**config.mk**
```make
export PLATFORM = sky130hd
export DESIGN_NAME = spi_slave
export DESIGN_NICKNAME = d
export VERILOG_FILES = /design/src/rtl/spi_slave.sv
export SDC_FILE = /design/constraint.sdc
export NUM_CORES = 1
export LEC_CHECK = 0
export CELL_PAD_IN_SITES_DETAIL_PLACEMENT = 0
export CELL_PAD_IN_SITES_GLOBAL_PLACEMENT = 1
export CORE_UTILIZATION = 38
export CTS_BUF_LIST = sky130_fd_sc_hd__clkbuf_8
export CTS_CLUSTER_DIAMETER = 200
export DETAILED_ROUTE_END_ITERATION = 10
export PLACE_DENSITY = 0.76
export SKIP_LAST_GASP = 1
export SYNTH_ARGS = -nofsm -noshare
export SYNTH_HDL_FRONTEND = slang
export SYNTH_SLANG_ARGS = --single-unit
```
**constraint.sdc**
```tcl
create_clock -name clk -period 1.29 [get_ports clk]
set_input_delay 0.258 -clock clk [delete_from_list [all_inputs] [get_ports clk]]
set_output_delay 0.258 -clock clk [all_outputs]
set_load 0.005 [all_outputs]
```
**src/rtl/spi_slave.sv**
```systemverilog
// spi_slave: SPI target, CPOL = 0 / CPHA = 1.
// SCK/SS/MOSI are resynchronized into clk and edge-detected there; MISO is
// shifted out on SCK rising edges and MOSI is captured on SCK falling edges.
// Fabric side: spi_tx_* follows valid/ready; spi_rx_* is a valid-only strobe.
//
// Handshake: a TX byte moves from fabric into the holding register on every
// rising clk edge where spi_tx_valid and spi_tx_ready are both 1; spi_tx_data
// must be stable while spi_tx_valid is 1, and spi_tx_ready never depends
// combinationally on spi_tx_valid. spi_rx_valid is a single-cycle strobe with
// no backpressure.
`timescale 1ns/1ps
module spi_slave #(
  parameter int SYNC_STAGES = 2
) (
  input  logic       clk,
  input  logic       rst,
  input  logic       SCK_I,
  input  logic       SS_I,
  input  logic       IO0_I,
  output logic       IO1_O,
  output logic       IO1_T,
  input  logic [7:0] spi_tx_data,
  input  logic       spi_tx_valid,
  output logic       spi_tx_ready,
  output logic [7:0] spi_rx_data,
  output logic       spi_rx_valid,
  output logic       tx_underrun,
  output logic       state_dbg
);

  typedef enum logic {
    S_IDLE   = 1'b0,
    S_ACTIVE = 1'b1
  } state_t;

  state_t state;
  state_t state_nxt;

  logic [SYNC_STAGES-1:0] sck_sync;
  logic [SYNC_STAGES-1:0] ss_sync;
  logic [SYNC_STAGES-1:0] mosi_sync;
  logic sck_s;
  logic ss_s;
  logic mosi_s;
  logic sck_d;
  logic sck_rise;
  logic sck_fall;

  logic [2:0] bit_cnt;
  logic [6:0] rx_shift;
  logic       rx_done;
  logic [7:0] tx_hold;
  logic       tx_full;
  logic       tx_full_nxt;
  logic [7:0] tx_shift;
  logic       tx_take;

  logic byte_start;
  logic shift_rise;
  logic rx_edge;
  logic in_idle;

  assign sck_s  = sck_sync[SYNC_STAGES-1];
  assign ss_s   = ss_sync[SYNC_STAGES-1];
  assign mosi_s = mosi_sync[SYNC_STAGES-1];

  assign sck_rise = sck_s & ~sck_d;
  assign sck_fall = ~sck_s & sck_d;

  assign state_dbg = state;

  // Synchronizer chains plus the one-cycle SCK delay used for edge detection.
  // SS resets high so the core starts deselected.
  always_ff @(posedge clk) begin
    if (rst) begin
      sck_sync  <= '0;
      ss_sync   <= '1;
      mosi_sync <= '0;
      sck_d     <= 1'b0;
    end else begin
      sck_sync  <= {sck_sync[SYNC_STAGES-2:0], SCK_I};
      ss_sync   <= {ss_sync[SYNC_STAGES-2:0], SS_I};
      mosi_sync <= {mosi_sync[SYNC_STAGES-2:0], IO0_I};
      sck_d     <= sck_s;
    end
  end

  // FSM state register.
  always_ff @(posedge clk) begin
    if (rst) state <= S_IDLE;
    else     state <= state_nxt;
  end

  // FSM next state: follow the synchronized slave select.
  always_comb begin
    state_nxt = state;
    case (state)
      S_IDLE:   if (!ss_s) state_nxt = S_ACTIVE;
      S_ACTIVE: if (ss_s)  state_nxt = S_IDLE;
      default:  state_nxt = S_IDLE;
    endcase
  end

  // FSM outputs: SCK edges only matter while selected; bit 0 rise starts a byte.
  always_comb begin
    in_idle    = 1'b1;
    byte_start = 1'b0;
    shift_rise = 1'b0;
    rx_edge    = 1'b0;
    if (state == S_ACTIVE) begin
      in_idle    = 1'b0;
      byte_start = sck_rise & (bit_cnt == 3'd0);
      shift_rise = sck_rise & (bit_cnt != 3'd0);
      rx_edge    = sck_fall;
    end
  end

  // Holding-register occupancy: a fabric write fills it, a byte start drains it.
  // A write can only happen while empty, so it never collides with a drain.
  always_comb begin
    tx_take     = spi_tx_valid & spi_tx_ready;
    tx_full_nxt = tx_full;
    if (byte_start) tx_full_nxt = 1'b0;
    if (tx_take)    tx_full_nxt = 1'b1;
  end

  // TX path: holding register, shift register, MISO and underrun strobe.
  always_ff @(posedge clk) begin
    if (rst) begin
      tx_hold      <= 8'h00;
      tx_full      <= 1'b0;
      spi_tx_ready <= 1'b0;
      tx_shift     <= 8'h00;
      tx_underrun  <= 1'b0;
      IO1_O        <= 1'b0;
      IO1_T        <= 1'b1;
    end else begin
      if (tx_take) tx_hold <= spi_tx_data;
      tx_full      <= tx_full_nxt;
      spi_tx_ready <= ~tx_full_nxt;
      if (byte_start)      tx_shift <= tx_full ? tx_hold : 8'h00;
      else if (shift_rise) tx_shift <= {tx_shift[6:0], 1'b0};
      tx_underrun  <= byte_start & ~tx_full;
      IO1_O        <= tx_shift[7];
      IO1_T        <= ss_s;
    end
  end

  // RX path: bit counter and shifter; a completed byte is published one cycle
  // before its strobe. Deselect wipes any partial byte.
  always_ff @(posedge clk) begin
    if (rst) begin
      bit_cnt      <= 3'd0;
      rx_shift     <= 7'd0;
      rx_done      <= 1'b0;
      spi_rx_data  <= 8'h00;
      spi_rx_valid <= 1'b0;
    end else begin
      rx_done      <= 1'b0;
      spi_rx_valid <= rx_done;
      if (in_idle) begin
        bit_cnt  <= 3'd0;
        rx_shift <= 7'd0;
      end else if (rx_edge) begin
        rx_shift <= {rx_shift[5:0], mosi_s};
        bit_cnt  <= bit_cnt + 3'd1;
        if (bit_cnt == 3'd7) begin
          spi_rx_data <= {rx_shift, mosi_s};
          rx_done     <= 1'b1;
        end
      end
    end
  end

endmodule

```
---- Word-level counts from Yosys, hierarchy flattened ----
Index checks and enable logic that the tools add are counted.
operators by class
  add/subtract/negate cells ............... 1
  eq/ne operators ......................... 1
  muxes and demuxes ....................... 10
  bitwise operators ....................... 12
  reductions and logical operators ........ 6
operators by type and width
  operator               number
  $mux W8                3
  $mux W1                7
  $and A1 B1 Y1          6
  $not A1 Y1             6
  $add A3 B1 Y3 const B  1
  $eq A3 B3 Y1 const B   1
  $logic_not A3 Y1       1
  $reduce_and A3 Y1      1
  $reduce_bool A3 Y1     1
  $reduce_or A3 Y1       1
  $reduce_bool A2 Y1     1
  $reduce_or A2 Y1       1
word-level totals
  register bits after elaboration ......... 49
  output and inout bits ................... 14
  word-level logic and storage cells ...... 47

---- Logic depth before layout (Yosys ltp) ----
Gate-level depths: netlist of the first run.
  word-level depth ........................ 7
  gate-level depth with buffers ........... 6
  gate-level depth less buffers ........... 5

---- Worst setup path before layout of the first run ----
OpenSTA, ideal clock, no wires.
  path kind ............................... reg-to-reg
  start point ............................. reg bit_cnt[0]
  end point ............................... reg tx_shift[1]
  setup time .............................. 133 ps
  arrival time ............................ 1196 ps
  path slack .............................. -39 ps
  cell stages (with the launch flop) ...... 7
  buffers on the path ..................... 1
  clock period less this slack ............ 1329 ps
  cells stage by stage .................... dfxtp_1 > inv_1 > ha_1 > and3b_1 > buf_2 > a221oi_1 > nor3_1
on the way
  cells in the longest elaborated chain, start to end .. 4
  elaborated cells between the ends (all ways) .. 8
  classes of those cells .................. mux: 3; bitwise: 2; reduce/logical: 3
RTL lines
  item                                                    line      text
  start, declared                                         49        logic [2:0] bit_cnt;
  start signal, assigned                                  166       bit_cnt <= bit_cnt + 3'd1;
  $logic_not A3 Y1 or $reduce_bool A3 Y1 (tied branches)  112, 113
  $and A1 B1 Y1, on equally long branches                 112, 113
  $mux W1                                                 110       if (state == S_ACTIVE) begin
  $mux W8 or $reduce_bool A2 Y1 (tied branches)           --
  end signal, assigned                                    141       if (byte_start) tx_shift <= tx_full ? tx_hold : 8'h00;
  end signal, assigned                                    142       else if (shift_rise) tx_shift <= {tx_shift[6:0], 1'b0};
  end, declared                                           55        logic [7:0] tx_shift;
Several ways; a longest one is shown, not always the timed one.
A chain may end at the register's enable or synchronous reset.

---- Final worst setup path of the first run ----
  start point ............................. reg bit_cnt[0]
  end point ............................... reg spi_rx_data[1]
on the way
  cells in the longest elaborated chain, start to end .. 2
RTL lines
  item                                line  text
  $eq A3 B3 Y1                        167   if (bit_cnt == 3'd7) begin
  $reduce_and A3 Y1 (no source line)  --
  end signal, assigned                168   spi_rx_data <= {rx_shift, mosi_s};
  end, declared                       25    output logic [7:0] spi_rx_data,
Every way passes these cells.

==> flow_summary.ini, run 1 <==
[layout]
antennaDiodeCount = 0
syn_to_final_growth_pct = 33.7
final_cell_area_sq_um = 2350
nets = 238
drive_gt1_share_pct = 22.2
nFillCells = 404

[global_routing]
grt_pass1_vias = 1307
grt_overflow = 0
grt_max_degree = 27
antenna_found_initial = 0
grt_usage_pct = 15.3
grt_pass1_wl_mm = 5.93

[clock_network]
cts_tree = yes
post_cts_buffers = 0
clk_root_buffer_cell = clkbuf_8
h-tree-depth = 2
cts_made_buffers = 5
clk_pin_slew_worst_paths_ps = 80
holdBufCountCts = 0
cts_buffer_depth = 2
clock_sinks = 49
clock_latency_ps = 300

[setup_path]
required_ps = 1520
r2r_cells = 6
cp-end-kind = flop
rrSetupSlack_ps = 20
cp_max_fo = 8
crit_arrival_ps = 1490
crit_path_start_kind = flop
critical_path_class = flop to flop

[floorplanning]
start_util_pct = 40.1
core_sq_um = 4380
io-pin-count = 28
die_height_microns = 70.0
die-area_sq_um = 4900
die_w_microns = 70.0
rows = 24

[yosys]
synth_cells = 185
synth-seq-cells = 49
yosys-top-cells-count = 49 x dfxtp_1, 35 x nand2_1, 18 x a21oi_1
yosysTopAreaCell = dfxtp_1
postSynthAreaPerCell_sq_um = 9.50
yosysMostFrequentCell = dfxtp_1
synth_seq_area_share_pct = 55.8
syn-num-nets = 202
yosysWarnings = 0
synth_area_sq_um = 1760
synth-main-ff-cell = dfxtp_1
synth-edff-count = 0
netlist-cell-type-count = 31
synthArstFlopShare_pct = 0
yosys-top-cells-area = dfxtp_1 56%, nand2_1 7.5%, a21oi_1 5.1%
synth_top_cell_area_share_pct = 55.8

[power_and_ir_drop]
ir_worst_vdd_mv = 0.566
power.total_mw = 2.74
p_per_area_nw_per_um2 = 1170
p_leak_nw = 0.995

[sta]
rsz0062_at_grt = true
fin_ws_ps = 21.3
post-route-period-util_pct = 98.3
finalMaxSlewViolations = 0
setup_viol = 0
fin_setup_tns_ps = 0
fin_crit_ps = 1270
skew_ps = 10.5
fmax_mhz = 788
tightest_slew_ps = 298
maxSlewHeadroom_pct = 80.1
hold_viol_final = 0

[placement]
dpl-instance-area_sq_um = 2220
place_congestion = 0.777
hpwlAfterDp_mm = 2.39
portBuffers = 27
place_ws_ps = -53.2

[routing]
drcViolationCount = 0
ant_nets = 0
drt_wl_total_mm = 3.37
avgRoutedWirePerCell_microns = 12.3
drt_iter0_drc = 49
dr.pass1.iters = 4
viasPerCell = 4.89
vias = 1336

[hold_path]
holdPathStages = 1
hp-class = flop to flop

[status]
outcome = finished, final reports clean

[flow_run]
drv_cap = 0
report_power, final:
part	internal (mW)	total (mW)	switching [mW]
Combinational	0.0821	0.146	0.0642
Clock	0.563	1.03	0.466
Sequential	1.54	1.56	0.0204
cell families (layout without fill, tap and decap cells):
family	count (synthesis)	count (layout)	share of synthesized area, %
compound gates	26	26	9.26
xor+xnor	1	1	0.499
mux	9	9	5.13
flops	49	49	55.8
buf+inv	14	50	3.99
simple gates	83	83	23.1
fa+ha+maj	3	3	2.14
timing repair:
item / CTS / global route
pin swaps: 2 / 4
resized for setup: 24 / 8
hold endpoints to repair: 0 / 0
gates cloned: 0 / 0
endpoints found under the setup margin: 29 / 17
cell usage in the layout (no fill, tap or decap), drive strengths merged, types with 3 or more instances in the layout:
cell	count
a21oi	18
a221oi	6
buf	13
clkbuf	5
clkdlybuf4s50	13
dfxtp	49
dlygate4sd2	14
ha	3
inv	3
mux2i	9
nand2	35
nor2	18
nor2b	8
nor3	6
or2	3
state kept, by name, indices dropped and copies added (netlist names), 2 cells and up:
name and flops:
bit_cnt 3, mosi_sync 2, rx_shift 7, sck_sync 2, spi_rx_data 8, ss_sync 2
tx_hold 8, tx_shift 8
per-layer routing:
layer | wire [microns] | vias up | GRT usage (%)
li1 | - | 689 | -
met1 | 1540 | 623 | 18.0
met2 | 1650 | 18 | 25.7
met3 | 137 | 6 | 5.77
met4 | 43 | 0 | 4.67
met5 | 0 | - | 0
final timing paths:
path                                         startpoint                     endpoint
worst max-delay path            bit_cnt[0]$_SDFFE_PP0P_  spi_rx_data[1]$_SDFFE_PP0P_
worst min-delay path              ss_sync[0]$_SDFF_PP1_        ss_sync[1]$_SDFF_PP1_
worst max register to register  bit_cnt[0]$_SDFFE_PP0P_  spi_rx_data[1]$_SDFFE_PP0P_
worst min register to register    ss_sync[0]$_SDFF_PP1_        ss_sync[1]$_SDFF_PP1_
per-stage QoR:
step	cells	util [%]	hold WS, ps
floorplan	185	-	362
global placement	266	50.6	397
detailed placement	266	50.6	408
CTS	273	53.0	431
global route	273	53.6	457
finish	273	53.6	427
layout make-up:
| class | instances | area [sq um] | area share [%] |
|---|---|---|---|
| Tap cell | 52 | 65.1 | 2.77 |
| Timing Repair Buffer | 40 | 404 | 17.2 |
| Clock inverter | 2 | 35.0 | 1.49 |
| Clock buffer | 5 | 68.8 | 2.93 |
| Sequential cell | 49 | 992 | 42.2 |
| Multi-Input combinational cell | 122 | 772 | 32.9 |
| Inverter | 3 | 11.3 | 0.479 |
critical path: stages (launching register included):
cell and delay (ps):
dfxtp_2 350, ha_1 170, ha_2 170, and4b_1 200, buf_6 130, nand2_1 50, a21oi_1 130
(Power assumes the default switching activity.)
==> run 2, diff against run 1 <==
Settings changed: REMOVE_ABC_BUFFERS set to 1.
==> run 2 against run 1 <==
The run now ends with setup timing left. Global-route usage is 0.40 points lower. Final area increased by 0.75%. Highest routed layer unchanged. First-iteration DRC count fell by 2.0%. Clock power decreased by 13%. Maximum frequency fell by 4.7%.
==> flow_summary.ini, run 2 (synthesis results as in run 1) <==
[routing]
drcViolationCount = 0
avgRoutedWirePerCell_microns = 12.7
vias = 1377
viasPerCell = 4.97
drt_wl_total_mm = 3.52
ant_nets = 0
dr.pass1.iters = 4
drt_iter0_drc = 48

[floorplanning]
start_util_pct = 40.1
die_height_microns = 70.0
die-area_sq_um = 4900
io-pin-count = 28
rows = 24
die_w_microns = 70.0
core_sq_um = 4380

[sta]
setup_viol = 4
maxSlewHeadroom_pct = 80.3
rsz0062_at_grt = true
skew_ps = 5.65
fin_ws_ps = -41.7
post-route-period-util_pct = 103
fmax_mhz = 751
fin_crit_ps = 1330
finalMaxSlewViolations = 0
hold_viol_final = 0
tightest_slew_ps = 292

[global_routing]
grt_max_degree = 17
grt_overflow = 0
antenna_found_initial = 0
grt_usage_pct = 14.9
grt_pass1_vias = 1338
grt_pass1_wl_mm = 5.78

[power_and_ir_drop]
power.total_mw = 2.62
ir_worst_vdd_mv = 0.725
p_leak_nw = 1.04
p_per_area_nw_per_um2 = 1110

[hold_path]
holdPathStages = 1
hp-class = flop to flop
min_from = ss_sync[0]$_SDFF_PP1_
min_to = ss_sync[1]$_SDFF_PP1_

[setup_path]
crit_path_start_kind = flop
cp_max_fo = 7
timing.rr.start = bit_cnt[1]$_SDFFE_PP0P_
cp-end-kind = flop
required_ps = 1480
crit_buf_inv = 1
path_cells = inv_2 > ha_4 > and3b_2 > a221oi_2 > nor3_2
slowest_stage = dfxtp_2
r2r_cells = 5
critical_path_class = flop to flop
crit_family = simple AND/OR/NAND/NOR gates
slowest_delay_ps = 360
critPathLaunch = bit_cnt[1]$_SDFFE_PP0P_
r2r-end = tx_shift[2]$_SDFFE_PP0P_
rrSetupSlack_ps = -40
crit_arrival_ps = 1520

[placement]
portBuffers = 27
dpl-instance-area_sq_um = 2160
hpwlAfterDp_mm = 2.36
place_congestion = 0.676
place_ws_ps = -76.4
dp_cells = 267

[layout]
utilization_pct = 54.0
reg_top3 = spi_rx_data x8, tx_hold x8, tx_shift x8
stdcell_count = 277
syn_to_final_growth_pct = 34.7
layout.cells.most_common = dfxtp_1
layout_common_cells = 40 x dfxtp_1, 35 x nand2_1, 17 x nor2_1
nets = 241
antennaDiodeCount = 0
drive_gt1_share_pct = 26.2
final_cell_area_sq_um = 2370

[clock_network]
clk_root_buffer_cell = clkbuf_8
cts_tree = yes
cts_buffer_depth = 2
h-tree-depth = 2
clock_sinks = 49
cts_made_buffers = 5
clk_pin_slew_worst_paths_ps = 90
clock_latency_ps = 300

[status]
violations = setup timing
outcome = finished, violations left

[flow_run]
drv_cap = 0
[run 2: cell count changes in the layout (fill, tap and decap cells not counted), sizes merged]
| cell | before | now |
|---|---|---|
| inv | 3 | 4 |
| bufinv | 1 | 0 |
| dlygate4sd2 | 14 | 13 |
| clkinvlp | 0 | 1 |
| buf | 13 | 16 |
| dlymetal6s2s | 0 | 1 |
[run 2: worst register-to-register path, delay by kind of cell, from the launching register on]
kind | cells | cell delay, ps
flip-flops | 1 | 360
AND/OR/NAND/NOR | 2 | 370
AO/OA/AOI/OAI | 1 | 290
buffers and inverters | 1 | 50
adder cells (fa/ha/maj) | 1 | 160
[run 2: cell type report]
class / instances / area [sq um]
inverter: 3 / 11.3
sequential: 49 / 995
timing repair buffer: 43 / 409
fill: 396 / 2020
multi-input combinational: 122 / 796
tap: 52 / 65.1
clock inverter: 3 / 21.3
clock buffer: 5 / 68.8
[run 2: how the worst max path moves through the flow]
stage                                to  slack [ps]  cells past startpoint
2_1_floorplan  tx_shift[1]$_SDFFE_PP0P_          30                      5
3_3_place_gp     tx_underrun$_SDFF_PP0_         -20                      3
3_5_place_dp   tx_shift[2]$_SDFFE_PP0P_         -80                      5
4_1_cts                       state_dbg        -120                      1
5_1_grt        tx_shift[2]$_SDFFE_PP0P_        -120                      5
6_report       tx_shift[2]$_SDFFE_PP0P_         -40                      5
[run 2: routing by layer]
metal | vias to the layer above | track usage, % | part of all wire, %
li1 | 696 | - | -
met5 | - | 0 | 0
met4 | 0 | 4.67 | 1.4
met3 | 5 | 4.33 | 3.5
met1 | 649 | 17.6 | 45
met2 | 27 | 25.9 | 50
[run 2: what timing repair did]
| item | CTS | global route |
|---|---|---|
| cloned | 0 | 0 |
| pin swaps | 2 | 6 |
| endpoints found under the setup margin | 29 | 19 |
| hold buffers | 0 | 0 |
| setup buffers | 2 | 0 |
| endpoints found under the hold margin | 0 | 0 |
| resized for setup | 33 | 14 |
[run 2: power breakdown]
| group | internal [mW] | switching [mW] |
|---|---|---|
| Clock | 0.385 | 0.515 |
| Combinational | 0.0892 | 0.0694 |
| Sequential | 1.54 | 0.0212 |
| Total | 2.01 | 0.605 |
[run 2: metrics by stage]
step / hold slack (ps) / TNS (ps)
after global placement: 402 / -44.4
after detailed placement: 413 / -589
after global routing: 452 / -673
after CTS: 439 / -158
final: 428 / -73.9
after floorplan: 326 / 0
